--- config.mk ---
export PLATFORM = sky130hd
export DESIGN_NAME = weight_loader
export DESIGN_NICKNAME = d
export VERILOG_FILES = /design/src/rtl/weight_loader.sv
export SDC_FILE = /design/constraint.sdc
export NUM_CORES = 1
export LEC_CHECK = 0
export CAP_MARGIN = 20
export CORE_MARGIN = 1.5
export CORE_UTILIZATION = 45
export CTS_BUF_LIST = sky130_fd_sc_hd__clkbuf_8 sky130_fd_sc_hd__clkbuf_16
export CTS_CLUSTER_DIAMETER = 200
export DETAILED_ROUTE_END_ITERATION = 8
export PLACE_DENSITY = 0.67
export SYNTH_ARGS = -nofsm -noshare
export SYNTH_HDL_FRONTEND = slang
export SYNTH_SLANG_ARGS = --single-unit
--- constraint.sdc ---
create_clock -name clk -period 3 [get_ports clk]
set_clock_uncertainty 0.15 [all_clocks]
set_input_delay 0.6 -clock clk [delete_from_list [all_inputs] [get_ports clk]]
set_output_delay 0.6 -clock clk [all_outputs]
set_load 0.02 [all_outputs]
--- src/rtl/weight_loader.sv ---
// weight_loader: buffers one AXI-Stream packet of WEIGHT_DEPTH weights and
// replays it on command into a processing element's weight_in port.
module weight_loader #(
    parameter int WEIGHT_WIDTH = 16,
    parameter int WEIGHT_DEPTH = 4
) (
    input  logic                    clk,
    input  logic                    rst_n,
    input  logic                    s_axis_tvalid,
    output logic                    s_axis_tready,
    input  logic [WEIGHT_WIDTH-1:0] s_axis_tdata,
    input  logic                    s_axis_tlast,
    output logic [WEIGHT_WIDTH-1:0] weight_in,
    output logic                    weight_in_tvalid,
    input  logic                    weight_in_tready,
    output logic                    weight_load_enable,
    input  logic                    start,
    input  logic                    clear,
    output logic                    weights_ready,
    output logic                    busy,
    output logic                    done,
    output logic                    err_len
);
    localparam int PTR_W = $clog2(WEIGHT_DEPTH);
    localparam logic [PTR_W-1:0] LAST = PTR_W'(WEIGHT_DEPTH - 1);

    typedef enum logic [1:0] {FILL, DRAIN, READY, LOAD} state_t;

    state_t state, state_nxt;
    logic [PTR_W-1:0] wr_ptr, rd_ptr, rd_nxt;
    logic [WEIGHT_WIDTH-1:0] mem [WEIGHT_DEPTH];
    logic up_hs, dn_hs, last_rd, wr_en, load_go;

    assign s_axis_tready      = rst_n && (state == FILL || state == DRAIN);
    assign weight_in_tvalid   = state == LOAD;
    assign weight_load_enable = state == LOAD;
    assign busy               = state == LOAD;
    assign weights_ready      = state == READY;
    assign up_hs   = s_axis_tready && s_axis_tvalid;
    assign dn_hs   = state == LOAD && weight_in_tready;
    assign last_rd = rd_ptr == LAST;
    assign rd_nxt  = rd_ptr + 1'b1;
    assign wr_en   = up_hs && state == FILL && !clear;
    assign load_go = state == READY && start && !clear;

    always_comb begin
        state_nxt = state;
        case (state)
            FILL:  state_nxt = clear ? FILL : (wr_en && wr_ptr == LAST) ? (s_axis_tlast ? READY : DRAIN) : FILL;
            DRAIN: state_nxt = (clear || (up_hs && s_axis_tlast)) ? FILL : DRAIN;
            READY: state_nxt = clear ? FILL : start ? LOAD : READY;
            LOAD:  state_nxt = (dn_hs && last_rd) ? READY : LOAD;
        endcase
    end

    // Weight storage is deliberately not reset.
    always_ff @(posedge clk) begin
        if (wr_en) mem[wr_ptr] <= s_axis_tdata;
    end

    always_ff @(posedge clk or negedge rst_n) begin
        if (!rst_n) begin
            state     <= FILL;
            wr_ptr    <= '0;
            rd_ptr    <= '0;
            weight_in <= '0;
            done      <= 1'b0;
            err_len   <= 1'b0;
        end else begin
            state <= state_nxt;
            done  <= dn_hs && last_rd;
            if (clear && state != LOAD) begin
                wr_ptr  <= '0;
                err_len <= 1'b0;
            end else if (wr_en) begin
                wr_ptr <= (s_axis_tlast || wr_ptr == LAST) ? '0 : wr_ptr + 1'b1;
                if (s_axis_tlast != (wr_ptr == LAST)) err_len <= 1'b1;
            end
            if (load_go) begin
                rd_ptr    <= '0;
                weight_in <= mem[0];
            end else if (dn_hs && !last_rd) begin
                rd_ptr    <= rd_nxt;
                weight_in <= mem[rd_nxt];
            end
        end
    end
endmodule
==> summary.md <==
| Metric | Value |
|---|---|
| Outcome | finished clean |
| Type of origin of the critical path | flip-flop |
| Async set or reset register ratio after synthesis | 0.2727 |
| LEAKAGE | between 1.5 and 2 nW |
| Die X | slightly above 90 microns |
| #FFs+latches synth | a little under 90 |
| Fraction of layout cells with a size suffix above 1 | 0.1542 |
| Dpl ws | about 0.41 ns |
| Htree depth | 3 |
| # hold bufs at CTS | 0 |
| Top cells by count, synth | edfxtp_1 (64), dfrtp_1 (24), a221o_1 (16), and2_1 (9), mux4_2 (9) |
| Total CTS buffers | 9 |
| Met2 Use GR | 0.2796 |
| CP endpoint kind | primary output |
| DP Area | between 0.004 and 0.005 sq mm |
| Vias per inst | about 5.5 |
| CP Cell Sequence | nand2_1 -> inv_1 -> clkdlybuf4s50_1 |
| Post-layout instance area | 0.004329 sq mm |
| CTS max path bufs | 2 |
| Largest stage delay on the critical path | 0.61 ns |
| Die Height | 92.15 microns |
| Ys Warns | 0 |
| Final ANT Viol Nets | 0 |
| Slowest CP cell | clkdlybuf4s50_1 |
| Most Crowded Layer GR | met2 |
| DPL Wire Length | just over 4000 microns |
| Post-Layout Cell Count | ~360 |
| Post-CTS Resized | 0 |
| Total Routed Length | 6550 microns |
| Hold WC Path Type | reg -> reg |
| Slew headroom | 0.4380 |
| Drt pass-1 iters | 4 |
| Synthesized area | 0.003576 sq mm |
| Endpoints failing hold | 0 |
| Cells after DPL | ~340 |
| Mean Syn Cell Area | between 15 and 20 sq um |
| Met1 GRT Util | 0.2169 |
| Initial Util | 0.4628 |
| Post-synth EDFFs | between 60 and 70 |
| Crit Path Category | reg -> out |
| Site Rows | 32 |
| Synth cell types | 33 |
| Final Cycle Share | 0.8580 |
| GP Congestion | 0.7336 |
| Port-buffer cells | 45 |
| CP arrival | between 1.5 and 2 ns |
| Die area | 0.008491 sq mm |
| Most numerous cell in the Yosys netlist | edfxtp_1 |
| Setup ws final | around 0.43 ns |
| Clock transition at path regs | 0.09 ns |
| Final setup fails | 0 |
| DRC | 0 |
| Area Growth Syn to Fin | 21.06% |
| Root Buffer | clkbuf_8 |
| WP data required | ~2.3 ns |
| Power per cell area | between 400 and 500 mW/mm^2 |
| Setup TNS | 0 ns |
| Synth area leaders | edfxtp_1 (54%), dfrtp_1 (17%), mux4_2 (5.7%), mux4_1 (5.1%), a221o_1 (4.5%) |
| Nets | 277 |
| Post-route minimum period | 2.574 ns |
| Largest net degree at the start of global routing | 19 |
| Drt wl/cell | ~18 microns |
| Num ports | 46 |
| Syn nets | about 220 |
| Vias | approximately 2k |
| Peak supply drop | approximately 340 uV |
| Max-cap violations | 0 |
| N_diodes | 0 |
| Actual slew at the worst max-slew pin | 0.8421 ns |
| Critical path fanouts, max | 11 |
| Worst-Skew Late Latency | approximately 0.35 ns |
| Global route overflow | 0 |
| Setup repair bufs after CTS | 0 |
| Initial antenna violation count | 0 |
| CTS sink count | about 90 |
| DR iter-0 viols | between 100 and 150 |
| Fmax | about 400 MHz |
| GR met3 Demand/Resource | 0.05141 |
| Vias in the first global route | approximately 2.0k |
| Seq/Total Area, Yosys | 0.7054 |
| GRT Total Usage | 0.1697 |
| Mapped Cells | a little under 200 |
| First-pass GRT wire length | between 10,000 and 15,000 microns |
| Pins Over Slew Limit | 0 |
| Leading area contributor after synthesis | edfxtp_1 |
| Core area | 0.007727 sq mm |
| Top_reg_cell synth | edfxtp_1 |
| CTS tree | done |
| Unrepaired setup endpoints after global routing | false |
| Top-area cell type share of the netlist area | 0.5374 |
==> cell families (layout without fill, tap and decap cells) <==
logic type,after synthesis,in the layout,share of synthesized area
fa+ha+maj,6,6,0.02099
compound gates,28,28,0.06508
flops,88,88,0.7054
buf+inv,20,78,0.03219
mux,17,17,0.1113
simple gates,36,36,0.06508
==> per-stage QoR <==
stage | util | hold slack (ns) | power (mW)
floorplan | - | 0.1544 | 1.370
global placement | 0.5384 | 0.3383 | 1.433
detailed placement | 0.5384 | 0.3440 | 1.435
CTS | 0.5602 | 0.3650 | 2.132
global route | 0.5602 | 0.3893 | 2.184
finish | 0.5602 | 0.3637 | 2.111
==> worst paths after layout <==
check / startpoint / slack (ns) / depth (start not counted) / endpoint
setup / recovery: state[0] / 0.43 / 3 / busy
hold / removal: mem[0][2] / 0.36 / 1 / weight_in[2]
setup reg to reg: rd_ptr[1] / 0.88 / 5 / weight_in[11]
hold reg to reg: mem[0][2] / 0.36 / 1 / weight_in[2]
max in group asynchronous: rst_n / 1.81 / 3 / weight_in[11]
min in group asynchronous: rst_n / 0.42 / 2 / state[1]
==> critical path, delay by kind of cell, from the launching register on <==
kind                   cells  cell delay [ns]
buffers and inverters      2             0.72
AND/OR/NAND/NOR            1             0.16
flip-flops                 1             0.59
==> sequential cells by signal (all words and copies together) (netlist names) <==
name and count:
mem 64, weight_in 16, rd_ptr 2, state 2, wr_ptr 2, done 1, err_len 1
==> layout by cell type, fill, tap and decap left out, drive strengths merged <==
cell type,synthesis,layout
a221o,16,16
and2,17,17
and4b,1,1
nand2,3,3
buf,11,10
a31oi,1,1
edfxtp,64,64
inv,7,9
nor2,2,2
ha,6,6
dfrtp,24,24
and4bb,1,1
nand4,2,2
mux2,1,1
a21oi,6,6
nand4bb,1,1
nor3,1,1
clkbuf,2,9
and3,3,3
a31o,1,1
nor4bb,1,1
mux4,16,16
clkinv,0,3
a22o,2,2
nor2b,2,2
clkinvlp,0,2
o21ai,2,2
nand3,1,1
clkdlybuf4s50,0,45
nor3b,1,1
==> per-layer routing <==
metal / up-vias / share of wire
met5: - / 0
met2: 67 / 0.51
met4: 0 / 0.0064
met1: 981 / 0.42
li1: 893 / -
met3: 4 / 0.058
==> power breakdown <==
| group | internal (mW) | switching (mW) | leakage (nW) | total (mW) |
|---|---|---|---|---|
| Sequential | 1.32 | 0.00576 | 0.912 | 1.32 |
| Clock | 0.299 | 0.404 | 0.0811 | 0.704 |
| Combinational | 0.0435 | 0.0399 | 0.564 | 0.0835 |
==> final cells by class <==
cell class	count	area [sq um]
flip-flops and latches	88	2522
repair buffers	55	525.5
clock buffers	9	123.9
fillers	621	3398
clock inverters	7	45.04
multi-input cells	87	958.4
inverters	7	26.28
well taps	102	127.6
(Power assumes the default switching activity.)
